--- config.mk ---
export PLATFORM = sky130hd
export DESIGN_NAME = buffer_stream_reader
export DESIGN_NICKNAME = d
export VERILOG_FILES = /design/src/rtl/buffer_stream_reader.sv
export SDC_FILE = /design/constraint.sdc
export NUM_CORES = 1
export LEC_CHECK = 0
export BUFFER_PORTS_ARGS = -buffer_cell sky130_fd_sc_hd__buf_2
export CORE_MARGIN = 5
export CORE_UTILIZATION = 55
export CTS_CLUSTER_DIAMETER = 100
export DETAILED_ROUTE_END_ITERATION = 10
export PLACE_DENSITY_LB_ADDON = 0.3
export SYNTH_ARGS = -nofsm -noshare
export SYNTH_HDL_FRONTEND = slang
export SYNTH_SLANG_ARGS = --single-unit
--- constraint.sdc ---
create_clock -name clk -period 3.6 [get_ports clk]
set_input_delay 0.18 -clock clk [delete_from_list [all_inputs] [get_ports clk]]
set_output_delay 0.18 -clock clk [all_outputs]
set_load 0.02 [all_outputs]
--- src/rtl/buffer_stream_reader.sv ---
// Mode-1 read engine: sweeps a bank address range, captures the packed bank word one cycle later
// and streams it to the PE array through a 2-entry FIFO governed by read credits.
module buffer_stream_reader #(
    parameter int WID      = 16,
    parameter int N_BUF    = 8,
    parameter int ADDR_RAM = 10
) (
    input  logic                    clk,
    input  logic                    rst,
    input  logic                    start,
    input  logic                    abort,
    input  logic [ADDR_RAM-1:0]     base_addr,
    input  logic [ADDR_RAM:0]       num_words,
    output logic                    busy,
    output logic                    done,
    output logic                    m1_r_en,
    output logic [ADDR_RAM-1:0]     m1_r_addr,
    input  logic [N_BUF*WID-1:0]    m1_rd_bus,
    output logic                    out_valid,
    input  logic                    out_ready,
    output logic [N_BUF*WID-1:0]    out_data
);

    localparam int BW = N_BUF * WID;
    localparam logic [2:0] FIFO_D = 3'd2;

    localparam logic [1:0] S_IDLE  = 2'd0;
    localparam logic [1:0] S_RUN   = 2'd1;
    localparam logic [1:0] S_DRAIN = 2'd2;
    localparam logic [1:0] S_FIN   = 2'd3;

    logic [1:0]          state_q, state_d;
    logic [ADDR_RAM-1:0] base_q, base_d;
    logic [ADDR_RAM:0]   num_q, num_d;
    logic [ADDR_RAM:0]   issued_q, issued_d;
    logic [ADDR_RAM:0]   accepted_q, accepted_d;
    logic                inflight_q, inflight_d;
    logic [1:0]          count_q, count_d;
    logic [BW-1:0]       head_q, head_d;
    logic [BW-1:0]       tail_q, tail_d;
    logic                valid_q, busy_q, done_q;

    logic                pop_s, push_s, issue_s, abort_s;
    logic [2:0]          occ_s, cap_s;

    // Handshake decode and credit check; a same-cycle pop frees one extra credit.
    always_comb begin
        abort_s = abort && (state_q != S_IDLE);
        pop_s   = valid_q && out_ready;
        push_s  = inflight_q && !abort_s;
        occ_s   = {1'b0, count_q} + {2'b00, inflight_q};
        cap_s   = FIFO_D + {2'b00, pop_s};
        issue_s = (state_q == S_RUN) && (occ_s < cap_s);
    end

    assign m1_r_en   = issue_s;
    assign m1_r_addr = base_q + issued_q[ADDR_RAM-1:0];
    assign out_valid = valid_q;
    assign out_data  = head_q;
    assign busy      = busy_q;
    assign done      = done_q;

    // Next-state logic for the FIFO, counters and sweep FSM.
    always_comb begin
        state_d    = state_q;
        base_d     = base_q;
        num_d      = num_q;
        issued_d   = issued_q + {{ADDR_RAM{1'b0}}, issue_s};
        accepted_d = accepted_q + {{ADDR_RAM{1'b0}}, pop_s};
        inflight_d = issue_s;
        count_d    = count_q;
        head_d     = head_q;
        tail_d     = tail_q;

        case (count_q)
            2'd0: begin
                if (push_s) begin
                    head_d  = m1_rd_bus;
                    count_d = 2'd1;
                end else begin
                    count_d = 2'd0;
                end
            end
            2'd1: begin
                if (push_s && pop_s) begin
                    head_d = m1_rd_bus;
                end else if (push_s) begin
                    tail_d  = m1_rd_bus;
                    count_d = 2'd2;
                end else if (pop_s) begin
                    count_d = 2'd0;
                end else begin
                    count_d = 2'd1;
                end
            end
            2'd2: begin
                if (pop_s) begin
                    head_d = tail_q;
                    if (push_s) begin
                        tail_d = m1_rd_bus;
                    end else begin
                        count_d = 2'd1;
                    end
                end else begin
                    count_d = 2'd2;
                end
            end
            default: count_d = 2'd0;
        endcase

        // Abort discards the FIFO contents and the read still in flight.
        if (abort_s) begin
            state_d    = S_IDLE;
            count_d    = 2'd0;
            inflight_d = 1'b0;
            head_d     = head_q;
            tail_d     = tail_q;
        end else begin
            case (state_q)
                S_IDLE: begin
                    if (start) begin
                        base_d     = base_addr;
                        num_d      = num_words;
                        issued_d   = {(ADDR_RAM+1){1'b0}};
                        accepted_d = {(ADDR_RAM+1){1'b0}};
                        state_d    = (num_words == {(ADDR_RAM+1){1'b0}}) ? S_FIN : S_RUN;
                    end else begin
                        state_d = S_IDLE;
                    end
                end
                S_RUN: begin
                    if (issue_s && (issued_d == num_q)) begin
                        state_d = S_DRAIN;
                    end else begin
                        state_d = S_RUN;
                    end
                end
                S_DRAIN: begin
                    if (accepted_d == num_q) begin
                        state_d = S_FIN;
                    end else begin
                        state_d = S_DRAIN;
                    end
                end
                S_FIN:   state_d = S_IDLE;
                default: state_d = S_IDLE;
            endcase
        end
    end

    // State registers; outputs are registered copies of the next state.
    always_ff @(posedge clk or negedge rst) begin
        if (!rst) begin
            state_q    <= S_IDLE;
            base_q     <= {ADDR_RAM{1'b0}};
            num_q      <= {(ADDR_RAM+1){1'b0}};
            issued_q   <= {(ADDR_RAM+1){1'b0}};
            accepted_q <= {(ADDR_RAM+1){1'b0}};
            inflight_q <= 1'b0;
            count_q    <= 2'd0;
            head_q     <= {BW{1'b0}};
            tail_q     <= {BW{1'b0}};
            valid_q    <= 1'b0;
            busy_q     <= 1'b0;
            done_q     <= 1'b0;
        end else begin
            state_q    <= state_d;
            base_q     <= base_d;
            num_q      <= num_d;
            issued_q   <= issued_d;
            accepted_q <= accepted_d;
            inflight_q <= inflight_d;
            count_q    <= count_d;
            head_q     <= head_d;
            tail_q     <= tail_d;
            valid_q    <= (count_d != 2'd0);
            busy_q     <= (state_d != S_IDLE);
            done_q     <= (state_d == S_FIN);
        end
    end

endmodule
==> results of run 1 <==
## sequential cells by signal, indices dropped and copies added (netlist names), 2 cells and up
name,count
base_q,10
out_data,128
state_q,2
accepted_q,11
num_q,11
issued_q,11
tail_q,128
count_q,2
## repair_timing
item,4_1_cts,5_1_grt
setup buffers,0,0
hold endpoints to repair,348,0
setup endpoints to repair,0,3
hold buffers,150,0
resized for setup,0,5
## power by group
part	internal (mW)	switching (mW)
registers	5.05	1.00
clock network	2.09	1.35
logic	2.48	3.35
total	9.63	5.70
## area by class of cell
| class | count | area, um^2 | area share, % |
|---|---|---|---|
| sequential | 307 | 7682 | 42.28 |
| antenna | 5 | 12.51 | 0.06887 |
| tap | 324 | 405.4 | 2.231 |
| clock inverter | 6 | 83.83 | 0.4614 |
| inverter | 11 | 41.29 | 0.2273 |
| timing repair buffer | 457 | 3178 | 17.49 |
| clock buffer | 53 | 1023 | 5.633 |
| multi-input combinational | 762 | 5742 | 31.60 |
## metrics by stage
stage          utilization [%]  cells
3_5_place_dp             63.64   1711
6_report                 74.49   1925
5_1_grt                  74.49   1925
4_1_cts                  74.34   1920
2_1_floorplan                -   1146
3_3_place_gp             63.64   1711
## worst paths after layout
kind,cells after the start,to,start,slack [ns]
max,12,busy$_DFF_PN0_,count_q[0]$_DFF_PN0_,0.20
min,4,state_q[1]$_DFF_PN0_,abort,0.15
max reg2reg,12,busy$_DFF_PN0_,count_q[0]$_DFF_PN0_,0.20
min reg2reg,2,out_data[114]$_DFFE_PN0P_,out_data[114]$_DFFE_PN0P_,0.47
max in group asynchronous,3,out_data[62]$_DFFE_PN0P_,rst,2.37
min in group asynchronous,2,tail_q[11]$_DFFE_PN0P_,rst,0.33
## worst max-delay path, stage by stage (launching register included)
cell	delay (ns)
dfrtp_1	0.46
ha_1	0.22
ha_1	0.27
o21a_1	0.12
nor3_2	0.26
ha_4	0.23
ha_1	0.21
a31oi_1	0.10
or3_4	0.40
a2111oi_4	0.36
nand4_2	0.21
a211oi_4	0.32
nand2b_1	0.10
## Yosys cell counts, types with 2 or more instances
library cell,count
dfrtp_1,307
mux2_2,147
nand2_1,146
o21ai_0,142
mux2i_1,129
clkbuf_1,39
nor2_1,34
xnor2_1,21
buf_2,19
ha_1,16
xor2_1,15
a21oi_1,12
inv_1,11
nor3_1,11
nand3_1,9
nor2b_1,8
nand2b_1,7
nand4_1,7
and2_1,6
buf_1,6
and3_1,4
xnor3_1,4
a21o_1,3
nor4_1,3
a311oi_1,2
a31oi_1,2
a41oi_1,2
and4_1,2
buf_4,2
nor3b_1,2
o21a_1,2
o21bai_1,2
o22ai_1,2
o311ai_0,2
o31ai_1,2
## logic make-up after synthesis
| family | share of synthesized area [%] |
|---|---|
| simple gates | 8.006 |
| flops | 56.11 |
| compound gates | 7.448 |
| mux | 21.52 |
| xor+xnor | 2.961 |
| buf+inv | 2.340 |
| fa+ha+maj | 1.608 |
## routing by layer
layer	share of wire (%)	global-route usage, %
met4	4.2	10.06
met5	0	0
met2	49	42.16
met3	6.6	6.448
met1	40	31.42
==> impl_metrics.tcl, run 1 <==
set metrics [dict create \
    status "completed" \
    critical_path_class "reg -> reg" \
    synthTopCellsByArea "dfrtp_1 (56%), mux2_2 (12%), mux2i_1 (9.4%)" \
    die_x_um 167.8 \
    core_area_um2 24390 \
    critPathLaunchType "flip-flop" \
    drt_iter0_markers 776 \
    synthDistinctLibCells 53 \
    final_layout_size_suffix_gt1_share_pct 32.33 \
    avgViaCountPerCell 5.450 \
    synthCells 1146 \
    clock_path_buffers 3 \
    fin_hold_ws_ns 0.1494 \
    setup_viol 0 \
    worst_slew_pin_slew_ns 1.171 \
    syn_avg_cell_area_um2 11.95 \
    htreeDepth 2 \
    grt_pass1_wl_mm 58.37 \
    min_period_over_period_pct 94.38 \
    ys_seq_elements 307 \
    wl_per_cell_um 18.60 \
    pre_cts_ws_ns 0.09513 \
    fin_ws_ns 0.2023 \
    synthArstFlopShare_pct 100.0 \
    yosysTopAreaCell "dfrtp_1" \
    fmax_mhz 294.3 \
    grt_max_degree 133 \
    start_util_pct 56.13 \
    firstDrtPassIters 5 \
    ir_drop_mv 0.5452 \
    power.leakage_nw 8.353 \
    gp_congestion 0.8765 \
    crit_path_end_kind "flip-flop" \
    fin_skew_ns 0.008471 \
    relSlewSlack_pct 21.94 \
    cp.required_ns 3.97 \
    seq_area_frac_synth_pct 56.11 \
    cts.sinks 307 \
    hold_violations 0 \
    period_minus_slack_ns 3.398 \
    maxSlewViolCount 0 \
    insertion_delay_ns 0.50 \
    powerDensity_nw_per_um2 843.9 \
    cts_tree "done" \
    synth_edf_count 0 \
    clockRootBuffer "clkbuf_16" \
    nFillCells 1568 \
    yosysWarnings 0 \
    syn_to_final_growth_pct 32.71 \
    crit_path_max_fanout 7 \
    drc 0 \
    final_cell_area_um2 18170 \
    max_cap_violations 0 \
    grtUsageTotal_pct 25.15 \
    num_rows 57 \
    rsz0062_at_grt "false" \
    synth_nets 1317 \
    finalNetCount 1744 \
    antenna_found_initial 5 \
    pin_count 296 \
    synth_flop_cell "dfrtp_1" \
    placed_cell_area_um2 15520 \
    fp.dieArea_um2 28150 \
    dp_hpwl_mm 21.34 \
    wl_mm 35.81 \
    synth_top_area_share_pct 56.11 \
    cts_made_buffers 34 \
    synthesis.area_um2 13690 \
    numPortBuffers 295 \
    hold_path_class "in -> reg" \
    crit_arrival_ns 3.77 \
    finalPower_mw 15.33 \
    finalSetupTns_ns 0 \
    grt_pass1_vias 11260 \
    drtAntennaViolNets 0 \
    layout_common_cells "dfrtp_1 (307), buf_2 (294), dlygate4sd3_1 (150)" \
    final_common_cell "dfrtp_1" \
    grt_overflow 0 \
    vias 10490 \
    die-height_um 167.8 \
    cts.clk_slew.worst_paths_ns 0.06 \
]
No activity file was read; power rests on OpenSTA's default activity.
==> run 2, diff against run 1 <==
==> constraint.sdc (replaced) <==
create_clock -name clk -period 4.1 [get_ports clk]
set_input_delay 0.205 -clock clk [delete_from_list [all_inputs] [get_ports clk]]
set_output_delay 0.205 -clock clk [all_outputs]
set_load 0.02 [all_outputs]
==> run 2 against run 1 <==
Wire length is 1.8% lower. Worst hold slack better by 0.0016 ns. Clock skew is 0.0042 ns higher. Non-clock buffer count is 3 higher. Largest cell class unchanged. Largest power group unchanged.
==> impl_metrics.tcl, run 2 (synthesis results as in run 1) <==
set metrics [dict create \
    hold_end "state_q[0]$_DFF_PN0_" \
    grtUsageTotal_pct 24.55 \
    worstPathCellList "ha_1 > ha_1 > o21a_1 > nor3_1 > ha_1 > ha_1 > a31oi_1 > or3_4 > a2111oi_4 > nand4_2 > a211oi_2 > nor2b_1" \
    crit_arrival_ns 4.00 \
    finalSetupTns_ns 0 \
    drt_iter0_markers 862 \
    hold_violations 0 \
    cts_setup_buffers 0 \
    crit_top_cell "ha_1" \
    final_layout_size_suffix_gt1_share_pct 32.08 \
    fin_ws_ns 0.4732 \
    whs_path_depth 4 \
    critPathLaunchType "flip-flop" \
    wl_per_cell_um 18.29 \
    period_minus_slack_ns 3.627 \
    critPathLaunch "count_q[0]$_DFF_PN0_" \
    grt_pass1_vias 10930 \
    r2r_start "count_q[0]$_DFF_PN0_" \
    min_period_over_period_pct 88.46 \
    vias 10450 \
    cts.clk_slew.worst_paths_ns 0.05 \
    grt_pass1_wl_mm 56.83 \
    avgViaCountPerCell 5.437 \
    crit_path_max_fanout 7 \
    dp.cells 1714 \
    fin_hold_ws_ns 0.1510 \
    grt_overflow 0 \
    die_x_um 167.8 \
    wl_mm 35.15 \
    antenna_found_initial 2 \
    r2r_cells 12 \
    cts_made_buffers 34 \
    utilization_pct 73.90 \
    start_util_pct 56.13 \
    reg2reg_to "done$_DFF_PN0_" \
    max_cap_violations 0 \
    slowest_stage "dfrtp_1" \
    clock_path_buffers 3 \
    powerDensity_nw_per_um2 730.6 \
    drc 0 \
    ir_drop_mv 0.3880 \
    core_area_um2 24390 \
    drtAntennaViolNets 0 \
    firstDrtPassIters 5 \
    pin_count 296 \
    worst_slew_pin_slew_ns 1.048 \
    clockRootBuffer "clkbuf_16" \
    dp_hpwl_mm 21.72 \
    power.leakage_nw 8.314 \
    final_common_cell "dfrtp_1" \
    fin_skew_ns 0.01269 \
    numPortBuffers 295 \
    status "completed" \
    rsz0062_at_grt "false" \
    htreeDepth 2 \
    syn_to_final_growth_pct 31.66 \
    maxSlewViolCount 0 \
    insertion_delay_ns 0.50 \
    die-height_um 167.8 \
    hold_path_class "in -> reg" \
    relSlewSlack_pct 30.17 \
    fp.dieArea_um2 28150 \
    r2r_slack_ns 0.47 \
    hold_start "abort" \
    postCtsResizedCells 0 \
    nFillCells 1618 \
    crit_path_end_kind "flip-flop" \
    cp.required_ns 4.47 \
    finalNetCount 1747 \
    cts.sinks 307 \
    layout_common_cells "dfrtp_1 (307), buf_2 (294), dlygate4sd3_1 (150)" \
    cts_tree "done" \
    fmax_mhz 275.7 \
    max_stage_delay_ns 0.46 \
    pre_cts_ws_ns 0.5210 \
    setup_viol 0 \
    grt_max_degree 117 \
    final-instance-count-excl-fill 1922 \
    num_rows 57 \
    gp_congestion 0.8749 \
    critical_path_class "reg -> reg" \
]
run 2: changes by cell type in the layout (fill, tap and decap cells not counted), sizes merged:
cell | before | now
buf | 307 | 310
clkbuf | 53 | 50
diode | 5 | 2
bufinv | 2 | 0
clkinv | 3 | 5
run 2: how the worst max path moves through the flow:
stage	to	slack, ns	cells past startpoint
after global routing	busy$_DFF_PN0_	0.19	12
after detailed placement	busy$_DFF_PN0_	0.52	12
final	done$_DFF_PN0_	0.47	12
after CTS	done$_DFF_PN0_	0.48	12
after global placement	busy$_DFF_PN0_	0.64	12
after floorplan	busy$_DFF_PN0_	0.47	12
run 2: stage by stage:
stage	total power [mW]	cell area, um^2
floorplan	8.540	13690
global placement	9.971	15500
detailed placement	10.20	15500
CTS	13.17	18020
global route	14.00	18020
finish	13.17	18020
run 2: final cells by class:
class / instances / area (um^2) / area share, %
Clock inverter: 6 / 33.78 / 0.1874
Sequential cell: 307 / 7682 / 42.62
Tap cell: 324 / 405.4 / 2.249
Multi-Input combinational cell: 762 / 5712 / 31.69
Inverter: 11 / 41.29 / 0.2291
Clock buffer: 50 / 982.2 / 5.449
Antenna cell: 2 / 5.005 / 0.02777
Timing Repair Buffer: 460 / 3163 / 17.55
run 2: routing by layer:
| layer | wire length [um] | track usage, % | part of all wire, % | vias up |
|---|---|---|---|---|
| li1 | - | - | - | 4884 |
| met1 | 14210 | 31.12 | 40 | 5163 |
| met2 | 17980 | 42.44 | 51 | 322 |
| met3 | 1861 | 4.525 | 5.3 | 81 |
| met4 | 1097 | 8.857 | 3.1 | 0 |
| met5 | 0 | 0 | 0 | - |
run 2: power breakdown:
part           internal (mW)  switching (mW)  leakage [nW]  total [mW]
clock                   1.65            1.15         0.503        2.80
combinational           2.16            2.89          4.01        5.05
sequential              4.43           0.880          3.80        5.32
total                   8.24            4.93          8.31        13.2
run 2: what timing repair did:
action | CTS | global route
hold buffers | 150 | 0
endpoints found under the hold margin | 231 | 0
setup endpoints to repair | 0 | 0
run 2: worst max-delay path, delay by kind of cell (launching register included):
kind	cells	cell delay, ns
AND/OR/NAND/NOR	4	1.02
AO/OA/AOI/OAI	4	0.88
adder cells (fa/ha/maj)	4	1.15
flip-flops	1	0.46
